[src/rtl/rr_stage_arb.sv]
// Round-robin arbiter feeding one shared valid/ready register stage.
// The winning requester's beat is captured with its source index and held under backpressure.
module rr_stage_arb #(
  parameter int N = 4,
  parameter int W = 32,
  localparam int SW = (N > 1) ? $clog2(N) : 1
) (
  input  logic           clk,
  input  logic           arst,
  input  logic [N-1:0]   in_vld,
  input  logic [N*W-1:0] in_dat,
  output logic [N-1:0]   in_rdy,
  output logic           out_vld,
  output logic [W-1:0]   out_dat,
  output logic [SW-1:0]  out_src,
  input  logic           out_rdy
);

  logic           out_vld_q, out_vld_d;
  logic [W-1:0]   out_dat_q, out_dat_d;
  logic [SW-1:0]  out_src_q, out_src_d;
  logic [SW-1:0]  ptr_q, ptr_d;

  logic [2*N-1:0] vld_rot;
  logic           found;
  logic [SW-1:0]  off;
  logic [SW:0]    sum;
  logic [SW-1:0]  win;
  logic [N-1:0]   gnt;
  logic [W-1:0]   sel_dat;
  logic           load;
  logic           xfer;

  // Rotate the request vector so the search always starts at bit 0, then map back.
  always_comb begin
    vld_rot = {in_vld, in_vld} >> ptr_q;
    found   = 1'b0;
    off     = '0;
    for (int k = 0; k < N; k++) begin
      if (!found && vld_rot[k]) begin
        found = 1'b1;
        off   = SW'(k);
      end
    end
    sum = {1'b0, ptr_q} + {1'b0, off};
    win = (sum >= (SW+1)'(N)) ? SW'(sum - (SW+1)'(N)) : SW'(sum);
    gnt = found ? (N'(1) << win) : '0;
  end

  assign load   = !out_vld_q || out_rdy;
  assign in_rdy = gnt & {N{load & ~arst}};
  assign xfer   = |in_rdy;

  always_comb begin
    sel_dat = '0;
    for (int i = 0; i < N; i++) begin
      sel_dat = sel_dat | (in_dat[i*W +: W] & {W{gnt[i]}});
    end
  end

  always_comb begin
    out_vld_d = out_vld_q;
    out_dat_d = out_dat_q;
    out_src_d = out_src_q;
    ptr_d     = ptr_q;
    if (xfer) begin
      out_vld_d = 1'b1;
      out_dat_d = sel_dat;
      out_src_d = win;
      ptr_d     = (win == SW'(N-1)) ? '0 : win + 1'b1;
    end else if (out_rdy) begin
      out_vld_d = 1'b0;
    end
  end

  always_ff @(posedge clk or posedge arst) begin
    if (arst) begin
      out_vld_q <= 1'b0;
      out_dat_q <= '0;
      out_src_q <= '0;
      ptr_q     <= '0;
    end else begin
      out_vld_q <= out_vld_d;
      out_dat_q <= out_dat_d;
      out_src_q <= out_src_d;
      ptr_q     <= ptr_d;
    end
  end

  assign out_vld = out_vld_q;
  assign out_dat = out_dat_q;
  assign out_src = out_src_q;

`ifndef SYNTHESIS
  a_rdy_onehot: assert property (@(posedge clk) disable iff (arst) $onehot0(in_rdy));
  a_rdy_has_vld: assert property (@(posedge clk) disable iff (arst) (in_rdy & ~in_vld) == '0);
  a_hold_stall: assert property (@(posedge clk) disable iff (arst)
    (out_vld_q && !out_rdy) |=> (out_vld_q && $stable(out_dat_q) && $stable(out_src_q)));
`endif

endmodule

[config.mk]
export PLATFORM = sky130hd
export DESIGN_NAME = rr_stage_arb
export DESIGN_NICKNAME = d
export VERILOG_FILES = /design/src/rtl/rr_stage_arb.sv
export SDC_FILE = /design/constraint.sdc
export NUM_CORES = 1
export LEC_CHECK = 0
export ABC_AREA = 1
export BUFFER_PORTS_ARGS = -buffer_cell sky130_fd_sc_hd__buf_2
export CORE_ASPECT_RATIO = 1.4
export CORE_MARGIN = 1.5
export CORE_UTILIZATION = 32
export CTS_CLUSTER_DIAMETER = 80
export DETAILED_ROUTE_END_ITERATION = 16
export GPL_ROUTABILITY_DRIVEN = 0
export HOLD_SLACK_MARGIN = 0.08
export SLEW_MARGIN = 20
export SYNTH_ARGS = -nofsm -noshare
export SYNTH_HDL_FRONTEND = slang
export SYNTH_SLANG_ARGS = --single-unit
[constraint.sdc]
create_clock -name clk -period 9.3 [get_ports clk]
set_input_delay 0.465 -clock clk [delete_from_list [all_inputs] [get_ports clk]]
set_output_delay 0.465 -clock clk [all_outputs]
set_load 0.02 [all_outputs]
==> out/results.txt <==
Status: complete, no violations
Die Footprint: 10,280 µm²
Worst-path maximum fanout: 38
Die height: 119.4 µm
First-pass GRT wire length: 17,580 µm
Initial antenna violation count: 1
Clk_skew: 0.008160 ns
Syn. warnings: 0
Clock H-tree levels: 2
Total gr overflow: 0
EDFF count, synth: 0
Setup TNS: 0 ns
Synth top area cells: dfrtp_1 30%, nand3_1 22%, nand2_1 15%
Post-Synth XOR/XNOR Area: 0.002828
Startpoint types: flop
R2R cell count: 18
DR vias/cell: 5.326
Die Wd: 86.14 µm
CP max-delay cell: o211ai_4
Asr flop ratio synth: 1.000
WP data arrival: 4.86 ns
Hold-fix buffers, CTS: 0
Post-CTS setup buffer count: 0
DR pass1 iterations: 4
Fill count: 1,028
Via Count: 3,877
Slew Limit Fails: 0
Layout cell share with drive strength beyond 1: 0.3306
Nets: 754
Met3 wire length: 724 µm
Port buffer count: 173
Post-synthesis compound-gate area fraction: 0.006465
Routed wire length: 11,130 µm
Adder-Cell Fraction of Synth Area: 0.01212
Synth area leader: dfrtp_1
Synthesized area: 3097 µm²
Worst setup path startpoint: ptr_q[0]
Mux cell area share after synthesis: 0
Rows: 42
Most frequent CP cell: nand2_1
Top Layer Used: met4
Cells after Synth: 475
Sink Count: 37
RSZ-0062 raised after global routing: false
Post-route ant nets: 0
Core area: 9459 µm²
Netlist cell types: 23
Share of the synthesized area in the top cell type: 0.2990
CTS Buf Count: 5
CP endpoint: out_dat[2]
Metal-1 WL: 4301 µm
CTS tree: yes
Initial cell density of the core: 0.3274
Synth top cells by count: 137 x nand3_1, 120 x nand2_1, 69 x nand4_1, 41 x inv_1, 37 x dfrtp_1
Combinational family with the most area after synthesis: simple AND/OR/NAND/NOR gates
Reg-to-reg endpoint: out_dat[2]
Syn avg cell area: 6.519 µm²
Period utilization: 0.5054
Largest net degree at the start of global routing: 68
Worst path cell trace: inv_2 > nand2_1 > nand3_1 > nand2_1 > nand3_1 > a21boi_0 > ha_1 > xor2_1 > inv_1 > nand3_4 > nand2_4 > inv_1 > ha_1 > buf_4 > o211ai_4 > nand3_4 > nand2_1 > nand2_1
Synthesized flop and latch total: 37
Area Overhead vs Synth: 32.44%
Root Buffer: clkbuf_16
Reg2reg start: ptr_q[0]
Setup violation total in the final timing report: 0
Vias in the first global route: 3,603
Register area share after synthesis: 0.2990
CTS clk-pin slew, worst paths: 0.06 ns
Min Tclk post-route: 4.700 ns
Clock Path Buffers: 2
Worst-Skew Late Latency: 0.28 ns
# resized after CTS: 0
Worst EP required: 9.46 ns
Post-Syn Nets: 613
Tightest Pin Transition: 1.085 ns
Critical path capture point type: flop
Drc violations: 0
WL/cell: 15.28 µm
Count leader, synth: nand3_1
Hold Violations, Final: 0
Main flop type after synthesis: dfrtp_1
Max-slew headroom: 0.2731
Critical path class: reg2reg
Max_cap viols: 0
Met2 WL post-DR: 5715 µm
GRT Resource Usage Total: 0.2162
HP Class: in2async
Maximum clock frequency: 212.8 MHz
Post-synthesis simple-gate area fraction: 0.5499
Fin util: 0.4336
R2R Setup Slk: 4.60 ns
Post-DP HPWL: 8004 µm
I/O pin cnt: 174
Initial DRC Count: 167
CP peak stage delay: 0.91 ns
[kinds of logic (layout without fill, tap and decap cells)]
kind of cell	count (synthesis)	in the layout
compound gates	2	2
xor+xnor	1	1
fa+ha+maj	3	3
buf+inv	90	232
flops	37	37
other cells	0	1
simple gates	342	342
[metrics by stage]
step                setup slack, ns  instance area [µm²]  instances  hold WS, ns
floorplan                     5.900                 3097        475       0.6126
global placement              4.724                 3926        719       0.5105
detailed placement            4.572                 3926        719       0.5103
CTS                           4.613                 4099        727       0.3137
global route                  4.107                 4099        727       0.3327
finish                        4.600                 4101        728       0.2944
[routing by layer]
layer  track usage  vias up
met5             0        -
met4       0.07863        0
met3       0.03465       29
met2        0.3691      170
met1        0.2719     1763
li1              -     1915
[placed cells by master (no fill, tap or decap)]
master	count
buf_2	173
nand3_1	137
nand2_1	120
nand4_1	69
inv_1	40
dfrtp_1	37
buf_4	7
clkbuf_16	5
nand2_2	4
nor2_2	3
nor2_1	3
ha_1	3
inv_2	2
nand2_4	2
nand3_4	2
diode_2	1
clkinv_2	1
xor2_1	1
clkinv_1	1
nand4_2	1
nand3_2	1
o211ai_4	1
a21boi_0	1
clkbuf_1	1
bufinv_16	1
clkbuf_8	1
[final cells by class]
type                            instances  area (µm²)  area share
Clock buffer                            7       142.6     0.03478
Tap cell                              110       137.6     0.03356
Multi-Input combinational cell        348        1778      0.4335
Sequential cell                        37       925.9      0.2257
Inverter                               44       166.4     0.04057
Clock inverter                          1       30.03    0.007322
Antenna cell                            1       2.502   0.0006101
Timing Repair Buffer                  180       918.4      0.2239
[worst max-delay path, delay by kind of cell, from the launching register on]
kind	cells	cell delay [ns]
simple gates	9	1.98
compound gates	2	1.07
buf+inv	4	0.54
flops	1	0.47
fa+ha+maj	2	0.38
xor+xnor	1	0.11
[flip-flops by register name, indices dropped and copies added (netlist names)]
| register | cells |
|---|---|
| out_dat | 32 |
| out_src | 2 |
| out_vld | 1 |
| ptr_q | 2 |
[worst min-delay path by stage]
stage | slack, ns | cells past startpoint | start | end
after detailed placement | 0.51 | 2 | out_dat[15] | out_dat[15]
after global placement | 0.51 | 2 | out_dat[15] | out_dat[15]
after CTS | 0.31 | 3 | arst | out_dat[7]
final | 0.29 | 3 | arst | out_dat[7]
after global routing | 0.33 | 3 | arst | out_dat[3]
after floorplan | 0.61 | 2 | ptr_q[0] | ptr_q[0]
Power is not shown: default switching activity piles up to over one toggle a cycle in this logic, so the estimate is an artifact.
